===== config.mk =====
export PLATFORM = sky130hd
export DESIGN_NAME = mem_bus_master
export DESIGN_NICKNAME = d
export VERILOG_FILES = /design/src/rtl/mem_bus_master.sv
export SDC_FILE = /design/constraint.sdc
export NUM_CORES = 1
export LEC_CHECK = 0
export CAP_MARGIN = 20
export CELL_PAD_IN_SITES_DETAIL_PLACEMENT = 1
export CELL_PAD_IN_SITES_GLOBAL_PLACEMENT = 1
export CORE_MARGIN = 5
export CORE_UTILIZATION = 29
export DETAILED_ROUTE_END_ITERATION = 16
export PLACE_DENSITY_LB_ADDON = 0.3
export SYNTH_ARGS = -nofsm -noshare
export SYNTH_HDL_FRONTEND = slang
export SYNTH_SLANG_ARGS = --single-unit

===== constraint.sdc =====
create_clock -name clk -period 5.5 [get_ports clk]
set_input_delay 1.65 -clock clk [delete_from_list [all_inputs] [get_ports clk]]
set_output_delay 1.65 -clock clk [all_outputs]
set_load 0.03 [all_outputs]

===== src/rtl/mem_bus_master.sv =====
`default_nettype none
// ============================================================================
// Module   : mem_bus_master
// Purpose  : Memory side of the core's single shared memory port. Takes a
//            one-cycle request pulse from the MMU and runs exactly one
//            AXI4-Lite read or write transaction. When it completes, the
//            block returns a one-cycle response pulse with the read data.
//            There is no queueing: requests that arrive while busy are
//            dropped.
// Ports    : clk, rst (async, active-high)
//            request_enable/req_mode/req_addr/req_wdata/req_wstrb : MMU request
//            response_enable/resp_data/busy                      : MMU response
//            m_axi_ar*/r*/aw*/w*/b*                              : AXI4-Lite master
//            access_fault                                        : only with MEM_BUS_ERR_EN
// Options  : `define MEM_BUS_ERR_EN enables the access_fault port. SLVERR and
//            DECERR responses then raise a fault, and read data is forced to 0
//            when an error is returned.
// Revision : 1.0 - initial release
// ============================================================================
module mem_bus_master #(
  parameter int ADDR_W = 32,
  parameter int DATA_W = 32
) (
  input  logic                clk,
  input  logic                rst,
  // MMU request / response
  input  logic                request_enable,
  input  logic                req_mode,
  input  logic [ADDR_W-1:0]   req_addr,
  input  logic [DATA_W-1:0]   req_wdata,
  input  logic [DATA_W/8-1:0] req_wstrb,
  output logic                response_enable,
  output logic [DATA_W-1:0]   resp_data,
  output logic                busy,
  // AXI4-Lite read address
  output logic [ADDR_W-1:0]   m_axi_araddr,
  output logic                m_axi_arvalid,
  input  logic                m_axi_arready,
  output logic [2:0]          m_axi_arprot,
  // AXI4-Lite read data
  input  logic [DATA_W-1:0]   m_axi_rdata,
  input  logic [1:0]          m_axi_rresp,
  input  logic                m_axi_rvalid,
  output logic                m_axi_rready,
  // AXI4-Lite write address
  output logic [ADDR_W-1:0]   m_axi_awaddr,
  output logic                m_axi_awvalid,
  input  logic                m_axi_awready,
  output logic [2:0]          m_axi_awprot,
  // AXI4-Lite write data
  output logic [DATA_W-1:0]   m_axi_wdata,
  output logic [DATA_W/8-1:0] m_axi_wstrb,
  output logic                m_axi_wvalid,
  input  logic                m_axi_wready,
  // AXI4-Lite write response
  input  logic [1:0]          m_axi_bresp,
  input  logic                m_axi_bvalid,
  output logic                m_axi_bready
`ifdef MEM_BUS_ERR_EN
  ,
  output logic                access_fault
`endif
);

  typedef enum logic [2:0] {
    IDLE    = 3'd0,
    RD_ADDR = 3'd1,
    RD_DATA = 3'd2,
    WR_REQ  = 3'd3,
    WR_RESP = 3'd4,
    RESP    = 3'd5
  } state_e;

  state_e              state_q, state_d;
  logic [ADDR_W-1:0]   addr_q, addr_d;
  logic [DATA_W-1:0]   wdata_q, wdata_d;
  logic [DATA_W/8-1:0] wstrb_q, wstrb_d;
  logic                arvalid_q, arvalid_d;
  logic                rready_q, rready_d;
  logic                awvalid_q, awvalid_d;
  logic                wvalid_q, wvalid_d;
  logic                bready_q, bready_d;
  logic                aw_done_q, aw_done_d;
  logic                w_done_q, w_done_d;
  logic [DATA_W-1:0]   resp_data_q, resp_data_d;
  logic                resp_en_q, resp_en_d;
  logic                busy_q, busy_d;

  logic aw_hs;
  logic w_hs;
  assign aw_hs = awvalid_q && m_axi_awready;
  assign w_hs  = wvalid_q && m_axi_wready;

`ifdef MEM_BUS_ERR_EN
  // Error seen on the completing R/B beat, held until it is published in RESP.
  logic err_q, err_d;
  logic fault_q, fault_d;
  logic rresp_err;
  logic bresp_err;
  assign rresp_err = (m_axi_rresp == 2'b10) || (m_axi_rresp == 2'b11);
  assign bresp_err = (m_axi_bresp == 2'b10) || (m_axi_bresp == 2'b11);
`else
  // Response codes carry no meaning without error reporting.
  logic unused_resp;
  assign unused_resp = ^{m_axi_rresp, m_axi_bresp};
`endif

  always_ff @(posedge clk or posedge rst) begin
    if (rst) begin
      state_q     <= IDLE;
      addr_q      <= '0;
      wdata_q     <= '0;
      wstrb_q     <= '0;
      arvalid_q   <= 1'b0;
      rready_q    <= 1'b0;
      awvalid_q   <= 1'b0;
      wvalid_q    <= 1'b0;
      bready_q    <= 1'b0;
      aw_done_q   <= 1'b0;
      w_done_q    <= 1'b0;
      resp_data_q <= '0;
      resp_en_q   <= 1'b0;
      busy_q      <= 1'b0;
`ifdef MEM_BUS_ERR_EN
      err_q       <= 1'b0;
      fault_q     <= 1'b0;
`endif
    end else begin
      state_q     <= state_d;
      addr_q      <= addr_d;
      wdata_q     <= wdata_d;
      wstrb_q     <= wstrb_d;
      arvalid_q   <= arvalid_d;
      rready_q    <= rready_d;
      awvalid_q   <= awvalid_d;
      wvalid_q    <= wvalid_d;
      bready_q    <= bready_d;
      aw_done_q   <= aw_done_d;
      w_done_q    <= w_done_d;
      resp_data_q <= resp_data_d;
      resp_en_q   <= resp_en_d;
      busy_q      <= busy_d;
`ifdef MEM_BUS_ERR_EN
      err_q       <= err_d;
      fault_q     <= fault_d;
`endif
    end
  end

  always_comb begin
    state_d     = state_q;
    addr_d      = addr_q;
    wdata_d     = wdata_q;
    wstrb_d     = wstrb_q;
    arvalid_d   = arvalid_q;
    rready_d    = rready_q;
    awvalid_d   = awvalid_q;
    wvalid_d    = wvalid_q;
    bready_d    = bready_q;
    aw_done_d   = aw_done_q;
    w_done_d    = w_done_q;
    resp_data_d = resp_data_q;
    resp_en_d   = 1'b0;
`ifdef MEM_BUS_ERR_EN
    err_d       = err_q;
    fault_d     = fault_q;
`endif

    case (state_q)
      IDLE: begin
        if (request_enable) begin
          addr_d    = req_addr;
          wdata_d   = req_wdata;
          wstrb_d   = req_wstrb;
          aw_done_d = 1'b0;
          w_done_d  = 1'b0;
`ifdef MEM_BUS_ERR_EN
          err_d     = 1'b0;
          fault_d   = 1'b0;
`endif
          if (req_mode) begin
            awvalid_d = 1'b1;
            wvalid_d  = 1'b1;
            state_d   = WR_REQ;
          end else begin
            arvalid_d = 1'b1;
            state_d   = RD_ADDR;
          end
        end
      end

      RD_ADDR: begin
        if (arvalid_q && m_axi_arready) begin
          arvalid_d = 1'b0;
          rready_d  = 1'b1;
          state_d   = RD_DATA;
        end
      end

      RD_DATA: begin
        if (m_axi_rvalid && rready_q) begin
          rready_d    = 1'b0;
          resp_data_d = m_axi_rdata;
`ifdef MEM_BUS_ERR_EN
          err_d = rresp_err;
          if (rresp_err) begin
            resp_data_d = '0;
          end
`endif
          state_d = RESP;
        end
      end

      WR_REQ: begin
        // AW and W retire independently; each valid drops right after its
        // own handshake while the other channel may still be stalled.
        aw_done_d = aw_done_q || aw_hs;
        w_done_d  = w_done_q || w_hs;
        if (aw_hs) begin
          awvalid_d = 1'b0;
        end
        if (w_hs) begin
          wvalid_d = 1'b0;
        end
        if (aw_done_d && w_done_d) begin
          bready_d = 1'b1;
          state_d  = WR_RESP;
        end
      end

      WR_RESP: begin
        if (m_axi_bvalid && bready_q) begin
          bready_d    = 1'b0;
          resp_data_d = '0;
`ifdef MEM_BUS_ERR_EN
          err_d = bresp_err;
`endif
          state_d = RESP;
        end
      end

      RESP: begin
        // The pulse register is loaded here so it is visible in the
        // following cycle, when the FSM is already back in IDLE and able to
        // accept a back-to-back request.
        resp_en_d = 1'b1;
`ifdef MEM_BUS_ERR_EN
        fault_d   = err_q;
`endif
        state_d   = IDLE;
      end

      default: begin
        state_d = IDLE;
      end
    endcase
  end

  // Registered busy flag that tracks the state register exactly.
  assign busy_d = (state_d != IDLE);

  assign response_enable = resp_en_q;
  assign resp_data       = resp_data_q;
  assign busy            = busy_q;
  assign m_axi_araddr    = addr_q;
  assign m_axi_arvalid   = arvalid_q;
  assign m_axi_arprot    = 3'b000;
  assign m_axi_rready    = rready_q;
  assign m_axi_awaddr    = addr_q;
  assign m_axi_awvalid   = awvalid_q;
  assign m_axi_awprot    = 3'b000;
  assign m_axi_wdata     = wdata_q;
  assign m_axi_wstrb     = wstrb_q;
  assign m_axi_wvalid    = wvalid_q;
  assign m_axi_bready    = bready_q;
`ifdef MEM_BUS_ERR_EN
  assign access_fault    = fault_q;
`endif

endmodule
`default_nettype wire


==> metrics <==
grt ovf 0; cell-by-cell trace of the critical path clkdlybuf4s50_1 -> nor4b_4 -> buf_12 -> mux2_1; fillers 1597; Placeable Area about 0.016 mm²; Largest stage delay, worst path 690 ps; worst vdd ir 0.000268 V; share of cells above drive strength 1 7.92%; Diodes inserted 0; slowest cell on the critical path nor4b_4; Fmax achieved 0.291 GHz; largest net degree at the start of global routing 77; Gate Count Post-Synth around 310; Seq/Total Area, Yosys 60.9%; hold_buf cts 0; Worst setup SP type input port; Post-CTS Setup Inserts 0; CTS buffer count 9; Sink Count approximately 110; first-pass GRT wire length 20600 µm; Reg clk slew, reported paths 70 ps; Layout area overhead 57.8%; Final #Nets about 640; Initial Utilization 29.3%; Synth Register Bits 112; count of cell types in the netlist 37; Worst EP required about 5700 ps; die height 136 µm; Reg area 0.00280 mm²; vias 3320; TritonCTS clock tree yes; PwrDens 680 mW/mm²; Worst slew margin between 40 and 50%; mapped cell area 0.00460 mm²; mean area per synthesized cell 14.7 µm²; root buf cell clkbuf_16; gpl congestion 0.710; Yosys warnings 0; worst-skew pair later-pin latency 350 ps; Rows 46; DR vias/cell approximately 4.5; initial antenna violation count 0; Avg WL per Cell 17.9 µm; CP delay by family, top buffers and inverters; hold crit path type flip-flop to flip-flop; clock skew 7.85 ps; Hold Vio Cnt, Final 0; largest fanout on the critical path between 60 and 70; max cap viols 0; Placement Setup Slack between 1500 and 2000 ps; Worst Path Buf+Inv 2; Slew @ Worst Pin 826 ps; gr usage total 14.2%; Setup-failing EPs final 0; status finished, final reports clean; DIE AREA about 0.018 mm²; post-route ant nets 0; critical path capture point type flip-flop; DR pass1 iterations 4; clk buf depth 2; RSZ-0062 raised after global routing no; 1st-iter DRT viols 92; Total Wirelength approximately 13000 µm; Final Worst Setup Slack 2060 ps; ys async rst share 100%; Slew Viols, Final 0; CTS H-tree lvls 3; Final TNS setup 0 ps; area of the multi-input gates around 0.0014 mm²; Pleak 3.05 nW; Die W between 100 and 150 µm; Worst EP arrival 3660 ps; PortBufs 247; IO Count between 200 and 300; ys flop type dfrtp_1; crit share post-route a little over three fifths; number of flops mapped to enable cells by yosys 0; DP Wirelength 10100 µm; Crit Path Class input port to flip-flop; vias in the first global route 3782; post-layout min period 3440 ps; post-CTS resize count 0; Remaining DRCs 0
-- cell type report --
class | count | share of cell area, %
inverter | 3 | 0.189
multi-input combinational | 146 | 18.6
sequential | 112 | 38.6
timing repair buffer | 253 | 35.0
clock inverter | 6 | 0.603
tap | 216 | 3.72
clock buffer | 10 | 3.29
-- Yosys cell counts (all sizes together), types with 2 or more instances --
| cell type | count | area share (%) |
|---|---|---|
| nand3 | 3 | 0.33 |
| nor2 | 4 | 0.33 |
| buf | 56 | 9.8 |
| dfrtp | 112 | 61 |
| a22oi | 2 | 0.43 |
| mux2 | 68 | 17 |
| a22o | 33 | 6.3 |
| nor3b | 3 | 0.60 |
| o21ai | 2 | 0.22 |
| a31oi | 2 | 0.27 |
| a21oi | 3 | 0.33 |
| and2 | 2 | 0.27 |
| inv | 3 | 0.24 |
| nand2 | 3 | 0.24 |
-- cells in the final DEF (no fill, tap or decap), types with 2 or more instances in the layout --
cell / instances
clkdlybuf4s50_1: 247
dfrtp_1: 112
mux2_1: 55
a22o_1: 33
mux2_2: 13
clkbuf_16: 9
conb_1: 6
nor2_1: 4
buf_4: 4
a21oi_1: 3
nand3_1: 3
nand2_1: 3
and2_1: 2
a31oi_1: 2
nor3b_1: 2
inv_1: 2
clkinv_4: 2
clkinv_2: 2
buf_12: 2
-- state kept, by name, summed over array words and instances (netlist names) --
name and cells:
aw_done_q 1, busy 1, m_axi_araddr 32, m_axi_arvalid 1
m_axi_awvalid 1, m_axi_bready 1, m_axi_rready 1, m_axi_wdata 32
m_axi_wstrb 4, m_axi_wvalid 1, resp_data 32, response_enable 1
state_q 3, w_done_q 1
-- path summary, 6_finish.rpt --
kind,from,to,slack [ps],cells past startpoint
setup / recovery,request_enable,m_axi_wdata[15]$_DFFE_PP0P_,2060,4
hold / removal,m_axi_wdata[16]$_DFFE_PP0P_,m_axi_wdata[16]$_DFFE_PP0P_,490,1
min in group asynchronous,rst,m_axi_araddr[16]$_DFFE_PP0P_,1670,2
max in group asynchronous,rst,resp_data[7]$_DFFE_PP0P_,2900,4
hold reg to reg,m_axi_wdata[16]$_DFFE_PP0P_,m_axi_wdata[16]$_DFFE_PP0P_,490,1
setup reg to reg,state_q[1]$_DFF_PP0_,m_axi_wdata[15]$_DFFE_PP0P_,3210,3
-- power by group --
| part | total (mW) | internal [mW] | leakage, nW | switching, mW |
|---|---|---|---|---|
| clock | 0.628 | 0.322 | 0.139 | 0.307 |
| sequential | 1.50 | 1.23 | 1.36 | 0.271 |
| combinational | 2.81 | 1.25 | 1.56 | 1.56 |
| total | 4.94 | 2.80 | 3.05 | 2.14 |
-- cell families (layout without fill, tap and decap cells) --
family	count (synthesis)	after routing	synth area share, %
AOI/OAI and AO/OA	49	49	8.81
other	1	6	0.0815
DFF	112	112	60.9
and+or+nand+nor	23	23	3.48
buffers and inverters	60	272	10.1
muxes	68	68	16.6
-- routing by layer --
metal  vias to the layer above  GRT usage [%]  part of all wire [%]
li1                       1494              -                     -
met1                      1660           16.0                    39
met2                       147           24.8                    50
met3                        19           5.00                   8.8
met4                         0           5.38                   2.1
met5                         -              0                     0
-- metrics by stage --
step	hold WS (ps)	instance area [µm²]	std cells	power, mW	util, %
floorplan	463	4620	318	3.27	-
global placement	466	6960	729	4.30	44.3
detailed placement	478	6960	729	4.37	44.3
CTS	494	7250	745	5.02	46.1
global route	513	7270	746	5.20	46.2
finish	487	7270	746	4.94	46.2
Power figures use the tool's default switching activity.
